===== src/rtl/link_pkg.sv =====
// ============================================================================
// Module   : link_pkg
// Purpose  : Shared types and constants for the link-cable serial port.
// Revision : 1.0
// ============================================================================
`default_nettype none

package link_pkg;

    typedef enum logic [1:0] {
        ST_IDLE = 2'd0,
        ST_LOW  = 2'd1,
        ST_HIGH = 2'd2
    } state_e;

    localparam int SC_START            = 7;
    localparam int SC_INT_CLK          = 0;
    localparam int DEFAULT_HALF_PERIOD = 256;

endpackage

`default_nettype wire


===== src/rtl/link_edge_sync.sv =====
// ============================================================================
// Module   : link_edge_sync
// Purpose  : Two-flop synchronizer for external SCK and SIN with SCK edge pulses.
// Revision : 1.0
// ============================================================================
`default_nettype none

module link_edge_sync (
    input  logic clk,
    input  logic rst,
    input  logic i_sck,
    input  logic i_dat,
    output logic o_sck_rise,
    output logic o_sck_fall,
    output logic o_dat
);

    // Bit 0 carries SCK, bit 1 carries SIN so both see identical latency.
    logic [1:0] s1_q, s1_d;
    logic [1:0] s2_q, s2_d;
    logic       sck_prev_q, sck_prev_d;

    always_comb begin
        s1_d       = {i_dat, i_sck};
        s2_d       = s1_q;
        sck_prev_d = s2_q[0];
    end

    always_ff @(posedge clk) begin
        if (rst) begin
            s1_q       <= 2'b00;
            s2_q       <= 2'b00;
            sck_prev_q <= 1'b0;
        end else begin
            s1_q       <= s1_d;
            s2_q       <= s2_d;
            sck_prev_q <= sck_prev_d;
        end
    end

    assign o_sck_rise = s2_q[0] & ~sck_prev_q;
    assign o_sck_fall = ~s2_q[0] & sck_prev_q;
    assign o_dat      = s2_q[1];

endmodule

`default_nettype wire


===== src/rtl/link_sio.sv =====
// ============================================================================
// Module   : link_sio
// Purpose  : Serial I/O port (SB/SC) shifting one byte MSB first over the link cable.
// Revision : 1.0
// ============================================================================
`default_nettype none

module link_sio
    import link_pkg::*;
#(
    parameter int HALF_PERIOD = DEFAULT_HALF_PERIOD
) (
    input  logic       clk,
    input  logic       rst,
    input  logic       ce,
    input  logic       wr_sb,
    input  logic       wr_sc,
    input  logic [7:0] din,
    output logic [7:0] sb,
    output logic       sc_start,
    output logic       sc_int_clk,
    output logic       irq,
    input  logic       sck_in,
    input  logic       sin,
    output logic       sck_out,
    output logic       sck_oe,
    output logic       sout
);

    localparam logic [15:0] c_div_last = 16'(HALF_PERIOD - 1);

    state_e      state_q, state_d;
    logic [7:0]  sb_q, sb_d;
    logic        start_q, start_d;
    logic        int_clk_q, int_clk_d;
    logic        irq_q, irq_d;
    logic        sck_out_q, sck_out_d;
    logic        sout_q, sout_d;
    logic [2:0]  cnt_q, cnt_d;
    logic [15:0] div_q, div_d;

    logic        w_ext_rise, w_ext_fall, w_sin_sync;
    logic        w_div_hit, w_rise, w_fall, w_sample;
    logic [7:0]  w_sb_new;

    link_edge_sync u_sync (
        .clk        (clk),
        .rst        (rst),
        .i_sck      (sck_in),
        .i_dat      (sin),
        .o_sck_rise (w_ext_rise),
        .o_sck_fall (w_ext_fall),
        .o_dat      (w_sin_sync)
    );

    assign w_div_hit = ce && (state_q != ST_IDLE) && (div_q == c_div_last);
    assign w_rise    = (w_div_hit && state_q == ST_LOW)
                     || (!int_clk_q && start_q && w_ext_rise);
    assign w_fall    = (w_div_hit && state_q == ST_HIGH)
                     || (!int_clk_q && start_q && w_ext_fall);
    assign w_sample  = int_clk_q ? sin : w_sin_sync;
    assign w_sb_new  = wr_sb ? din : sb_q;

    always_comb begin
        state_d   = state_q;
        sb_d      = sb_q;
        start_d   = start_q;
        int_clk_d = int_clk_q;
        irq_d     = 1'b0;
        sck_out_d = sck_out_q;
        sout_d    = sout_q;
        cnt_d     = cnt_q;
        div_d     = div_q;

        if (ce && state_q != ST_IDLE) begin
            div_d = w_div_hit ? 16'd0 : div_q + 16'd1;
        end

        // A control write takes precedence over any SCK event in the same cycle.
        if (!wr_sc) begin
            if (w_rise) begin
                sb_d = {sb_q[6:0], w_sample};
                if (cnt_q == 3'd7) begin
                    cnt_d     = 3'd0;
                    start_d   = 1'b0;
                    irq_d     = 1'b1;
                    state_d   = ST_IDLE;
                    sck_out_d = 1'b1;
                end else begin
                    cnt_d = cnt_q + 3'd1;
                    if (int_clk_q) begin
                        state_d   = ST_HIGH;
                        sck_out_d = 1'b1;
                    end
                end
            end
            if (w_fall) begin
                sout_d = sb_q[7];
                if (int_clk_q) begin
                    state_d   = ST_LOW;
                    sck_out_d = 1'b0;
                end
            end
        end

        if (wr_sb) begin
            sb_d = din;
        end

        if (wr_sc) begin
            int_clk_d = din[SC_INT_CLK];
            start_d   = din[SC_START];
            cnt_d     = 3'd0;
            div_d     = 16'd0;
            state_d   = ST_IDLE;
            sck_out_d = 1'b1;
            if (din[SC_START]) begin
                sout_d = w_sb_new[7];
                if (din[SC_INT_CLK]) begin
                    state_d   = ST_LOW;
                    sck_out_d = 1'b0;
                end
            end
        end
    end

    always_ff @(posedge clk) begin
        if (rst) begin
            state_q   <= ST_IDLE;
            sb_q      <= 8'h00;
            start_q   <= 1'b0;
            int_clk_q <= 1'b0;
            irq_q     <= 1'b0;
            sck_out_q <= 1'b1;
            sout_q    <= 1'b1;
            cnt_q     <= 3'd0;
            div_q     <= 16'd0;
        end else begin
            state_q   <= state_d;
            sb_q      <= sb_d;
            start_q   <= start_d;
            int_clk_q <= int_clk_d;
            irq_q     <= irq_d;
            sck_out_q <= sck_out_d;
            sout_q    <= sout_d;
            cnt_q     <= cnt_d;
            div_q     <= div_d;
        end
    end

    assign sb         = sb_q;
    assign sc_start   = start_q;
    assign sc_int_clk = int_clk_q;
    assign irq        = irq_q;
    assign sck_out    = sck_out_q;
    assign sck_oe     = int_clk_q;
    assign sout       = sout_q;

endmodule

`default_nettype wire

===== config.mk =====
export PLATFORM = sky130hd
export DESIGN_NAME = link_sio
export DESIGN_NICKNAME = d
export VERILOG_FILES = /design/src/rtl/link_pkg.sv /design/src/rtl/link_edge_sync.sv /design/src/rtl/link_sio.sv
export SDC_FILE = /design/constraint.sdc
export NUM_CORES = 1
export LEC_CHECK = 0
export ABC_AREA = 1
export BUFFER_PORTS_ARGS = -buffer_cell sky130_fd_sc_hd__buf_4
export CAP_MARGIN = 0
export CORE_UTILIZATION = 51
export CTS_BUF_LIST = sky130_fd_sc_hd__clkbuf_8
export CTS_CLUSTER_DIAMETER = 60
export DETAILED_ROUTE_END_ITERATION = 8
export PLACE_DENSITY = 0.77
export SKIP_LAST_GASP = 1
export SLEW_MARGIN = 40
export SYNTH_ARGS = -nofsm -noshare
export SYNTH_HDL_FRONTEND = slang
export SYNTH_SLANG_ARGS = --single-unit

===== constraint.sdc =====
create_clock -name clk -period 2.4 [get_ports clk]
set_input_delay 0.12 -clock clk [delete_from_list [all_inputs] [get_ports clk]]
set_output_delay 0.12 -clock clk [all_outputs]
set_load 0.05 [all_outputs]

# ---- After elaboration in Yosys (flattened, before gate mapping)
# Cells that the tools add are included.
dict set report op_classes {
  addsub 2
  n_eq_ne 5
  muxes 31
  n_bitwise 5
  reduce_logical 18
}
# operator count
set ops {}
lappend ops {{2-to-1 mux 8 bit} 4}
lappend ops {{2-to-1 mux 1 bit} 19}
lappend ops {{adder 16 x 1 -> 16 bit, second input constant} 1}
lappend ops {{equality test 16 x 8 -> 1 bit, second input constant} 1}
lappend ops {{2-to-1 mux 16 bit} 1}
lappend ops {{2-to-1 mux 2 bit} 6}
lappend ops {{nonzero test 2 bit} 4}
lappend ops {{logical AND 1 bit} 7}
lappend ops {{AND reduction 2 bit} 2}
lappend ops {{adder 3 x 1 -> 3 bit, second input constant} 1}
lappend ops {{equality test 3 bit, second input constant} 1}
lappend ops {{2-to-1 mux 3 bit} 1}
lappend ops {{NOT 1 bit} 3}
lappend ops {{OR reduction 3 bit} 1}
lappend ops {{bitwise AND 1 bit} 2}
lappend ops {{equality test 2 x 1 -> 1 bit, second input constant} 1}
lappend ops {{equality test 2 bit, second input constant} 1}
lappend ops {{logical OR 1 bit} 2}
lappend ops {{inequality test 2 bit, second input constant} 1}
lappend ops {{OR reduction 2 bit} 1}
lappend ops {{zero test 1 bit} 1}
dict set report word_totals {
  regBits 39
  inputBits 15
  output_inout_bits 14
  word_cells 73
}

# ---- Logic depth before layout (Yosys ltp)
dict set report depth {
  word_depth 9
  mapped_depth 11
  depth_no_buf 11
}

# ---- By module
# A second synthesis with hierarchy kept.
dict set report hier_totals {
  cells_unflattened 252
  area_unflattened_um2 1880.6
}
# mod instances cells_per_inst area_each_um2 seq_area_each_um2
set by_module_without_submodules {}
lappend by_module_without_submodules {link_sio 1 234 1731.7 680.7}
lappend by_module_without_submodules {link_edge_sync 1 18 148.9 100.1}

# ---- Least setup slack after synthesis
# Ideal clock, no wire load.
dict set report synth_path {
  kind {register -> register}
  start {register int_clk_q, in the netlist sc_int_clk}
  end {register sb_q[2], in the netlist sb[2]}
  arrival_time_ns 1.471
  required_ns 2.283
  setup_slack_ns 0.812
  stages_incl_launch_ff 7
  path_buffers 1
  cell_sequence {dfxtp_1 nor2_1 nand2_1 nand3_4 buf_8 a21oi_1 nor2_1}
}
dict set report synth_via {
  elab_chain_cells 6
}
# element line
set synth_lines {}
lappend synth_lines {{from (decl)} link_sio.sv:35} ;# logic int_clk_q, int_clk_d;
lappend synth_lines {{from (signal assigned)} link_sio.sv:142} ;# int_clk_q <= int_clk_d;
lappend synth_lines {{zero test 1 bit} link_sio.sv:58} ;# || (!int_clk_q && start_q && w_ext_rise);
lappend synth_lines {{logical AND 1 bit (2 in series)} link_sio.sv:58}
lappend synth_lines {{logical OR 1 bit} link_sio.sv:58}
lappend synth_lines {{nonzero test 2 bit (no line)} n/a}
lappend synth_lines {{AND reduction 2 bit (no line)} n/a}
lappend synth_lines {{to (signal assigned)} link_sio.sv:130} ;# sb_q <= 8'h00;
lappend synth_lines {{to (signal assigned)} link_sio.sv:140} ;# sb_q <= sb_d;
lappend synth_lines {{to (decl)} link_sio.sv:33} ;# logic [7:0] sb_q, sb_d;
# Every way passes these cells.
# A chain may end at the register's enable or synchronous reset.

# ---- Final worst setup path
dict set report layout_path {
  start {register div_q[0]}
  end {register sb_q[6], in the netlist sb[6]}
}
dict set report layout_via {
  elab_chain_cells 6
}
# element line
set layout_lines {}
lappend layout_lines {{from (decl)} link_sio.sv:40} ;# logic [15:0] div_q, div_d;
lappend layout_lines {{from (signal assigned)} link_sio.sv:147} ;# div_q <= div_d;
lappend layout_lines {{equality test 16 x 8 -> 1 bit} link_sio.sv:56} ;# assign w_div_hit = ce && (state_q != ST_IDLE) && (div_q == c_div_last);
lappend layout_lines {{logical AND 1 bit} link_sio.sv:56}
lappend layout_lines {{logical AND 1 bit} link_sio.sv:57} ;# assign w_rise = (w_div_hit && state_q == ST_LOW)
lappend layout_lines {{logical OR 1 bit} link_sio.sv:58}
lappend layout_lines {{nonzero test 2 bit (no line)} n/a}
lappend layout_lines {{AND reduction 2 bit (no line)} n/a}
# Every way passes these cells.

==> flow_summary_export.csv <==
group,metric,value,unit
drt,wl,4060,um
sta,worst_slack,0.718,ns
synthesis,yosys_warnings,0,
min_path,min_from,"sck_in",
grt,grt_pass1_vias,1714,
power_and_ir_drop,p_int,952,uW
critical_path,end_kind,"register",
clock_tree,cts_buffers,5,
grt,grt_use_total,22.4,%
critical_path,cp_num_buf_inv,0,
min_path,min_path_type,"primary input to register",
layout,fill_cells,338,
critical_path,worstSetupPathType,"register to register",
critical_path,crit_top_cell,"nand2_1",
critical_path,crit_family,"simple AND/OR/NAND/NOR gates",
outcome,status,"completed",
place,pre_cts_slack,0.724,ns
sta,finalSetupTns,0,ns
floorplan,start_util,53.9,%
layout,drive_gt1_share,20.6,%
synthesis,ys_seq_area_share,39.2,%
power_and_ir_drop,clockPowerShare,34.1,%
grt,antenna_found_initial,0,
sta,fmax,595,MHz
place,portBuffers,28,
sta,rsz0062_at_grt,"false",
sta,worst_pin_slew,0.463,ns
layout,mostFrequentLayoutCells,"nand2_1 (55), dfxtp_1 (39), nor2_1 (35)",
power_and_ir_drop,peakVddDrop,513,uV
place,place_area,2220,um2
floorplan,coreArea,3690,um2
grt,grt_overflow_total,0,
floorplan,die_w,64.5,um
layout,multi_input_area,1050,um2
synthesis,synthTopCellsByArea,"dfxtp_1 (39%), nand2_1 (10%), nand3_1 (7.0%)",
clock_tree,cts_tree,"done",
clock_tree,cts_resized,0,
place,place_hpwl,2990,um
critical_path,rr_worst_depth,11,
synthesis,synth_top_area_cell,"dfxtp_1",
clock_tree,cts.clk_slew.worst_paths,0.07,ns
clock_tree,h-tree-depth,2,
drt,wl_per_cell,11.6,um
power_and_ir_drop,p_leak,0.000992,uW
floorplan,floorplan.die_area,4150,um2
layout,seqCellArea,781,um2
place,gp_congestion,0.843,
power_and_ir_drop,swShare,26.8,%
critical_path,r2r_end,"sb[6]",
critical_path,slowest_delay,0.39,ns
layout,fin_area,2300,um2
critical_path,arrival,1.91,ns
synthesis,synth_cells,272,
sta,fin_crit_sh,70.1,%
grt,grt_first_pass_wirelength,7240,um
drt,postRouteAntennaNets,0,
critical_path,crit_fanout,13,
synthesis,synthDistinctLibCells,36,
sta,slew_violations,0,
synthesis,ys_seq_elements,39,
clock_tree,hold_buffers,0,
floorplan,row_count,22,
min_path,holdPathStages,3,
critical_path,crit_chain,"ha_1 > nand2_2 > nor2_2 > nand2_2 > nor2_4 > nand3_4 > nand3_4 > nand2_1 > nand2_1 > nand2_1 > nor2_1",
synthesis,syn-cell-area,1990,um2
clock_tree,clk_path_buf_depth,2,
drt,routed_via_density,5.21,
power_and_ir_drop,p_comb_share,13.7,%
floorplan,die_h,64.5,um
critical_path,setup.worst_path.start_class,"register",
min_path,min_to,"u_sync.s1_q[0]",
layout,areaGrowthSynthToFinish,15.8,%
critical_path,cp.required,2.63,ns
layout,antenna_cells,0,
place,placed_cells,342,
synthesis,synthesis.nets,290,
sta,report.final.hold_viol_count,0,
drt,num_vias,1818,
drt,dr.pass1.iters,4,
power_and_ir_drop,p_switching,349,uW
clock_tree,cts_sinks,39,
drt,drc,0,
critical_path,critPathSlowestCell,"dfxtp_1",
clock_tree,cts_setup_buffers,0,
floorplan,ios,29,
power_and_ir_drop,p_seq_share,52.2,%
synthesis,yosysTopAreaCellShare,39.2,%
power_and_ir_drop,power.density,565,nW/um2
sta,setup_viol,0,
grt,grt_max_degree,14,
sta,whs,0.0311,ns
layout,final_common_cell,"nand2_1",
run,maxCapViolCount,0,
sta,min_period,1.68,ns
clock_tree,clkLatencyLatePin,0.29,ns
drt,initialDrtViolationCount,102,
synthesis,syn_area_per_cell,7.31,um2
critical_path,rrSetupSlack,0.72,ns
clock_tree,clockRootBuffer,"clkbuf_8",
sta,skew,0.00524,ns
critical_path,r2r_start,"div_q[0]",
layout,nNetsFinal,319,
sta,relSlewSlack,69.1,%
layout,final_cell_count_no_fill,349,
registers in the layout (all words and copies together), names as in the netlist:
register and cells:
sck_out 1, u_sync.sck_prev_q 1, cnt_q 3, state_q 2
sc_start 1, irq 1, sc_int_clk 1, u_sync.s1_q 2
div_q 16, sout 1, u_sync.s2_q 2, sb 8
cell usage after synthesis:
cell	count
a211oi_1	1
a21oi_1	15
a21oi_2	3
a31o_2	1
buf_2	1
buf_4	1
buf_8	1
clkbuf_1	2
clkbuf_4	1
clkinv_1	1
dfxtp_1	39
ha_1	3
inv_1	28
inv_2	1
mux2i_1	5
nand2_1	55
nand2_2	7
nand3_1	28
nand3_2	4
nand3_4	2
nand4_1	4
nor2_1	35
nor2_2	4
nor2_4	2
nor3_1	8
nor3b_1	2
nor4_1	1
o21ai_0	8
o21ai_2	1
o21ai_4	1
o21bai_1	2
o31ai_1	1
or2_2	1
or3_1	1
xnor2_1	1
xor2_1	1
worst max-delay path by stage:
stage,startpoint,endpoint,cells after the start
6_report,div_q[0],sb[6],11
5_1_grt,div_q[0],sb[6],11
4_1_cts,div_q[0],sb[6],11
3_5_place_dp,div_q[0],sb[6],11
3_3_place_gp,div_q[0],sb[1],10
2_1_floorplan,sc_int_clk,sb[2],6
stage by stage:
step	util, %	total power, uW
5_1_grt	62.5	1370
3_3_place_gp	60.1	871
6_report	62.5	1300
4_1_cts	62.5	1310
2_1_floorplan	-	819
3_5_place_dp	60.1	873
tightest hold or removal path: cells and delay by family:
kind / cells / cell delay, ns
AND/OR/NAND/NOR: 1 / 0.06
buffers and inverters: 2 / 0.10
cell families after synthesis:
group	share of synthesized area, %
AO/OA/AOI/OAI	10.3
buffers and inverters	7.80
flip-flops	39.2
AND/OR/NAND/NOR	37.4
adder cells (fa/ha/maj)	1.89
multiplexers	2.52
XOR/XNOR	0.881
layer usage:
| metal | global-route usage (%) | wire, um |
|---|---|---|
| met1 | 26.6 | 1870 |
| met2 | 38.3 | 1910 |
| met3 | 6.34 | 234 |
| met4 | 7.78 | 38 |
| met5 | 0 | 0 |
power groups by stage:
stage	registers, uW	clock network (uW)	logic, uW
2_1_floorplan	738	0	81.2
3_3_place_gp	694	0	177
3_5_place_dp	694	0	179
4_1_cts	680	449	179
5_1_grt	683	491	195
6_report	680	444	178
cell type report:
class	count	area share (%)
tap	48	2.61
multi-input combinational	197	45.7
inverter	30	4.89
clock inverter	1	0.217
clock buffer	6	3.58
sequential	39	33.9
timing repair buffer	28	9.12
(Power assumes the default switching activity.)
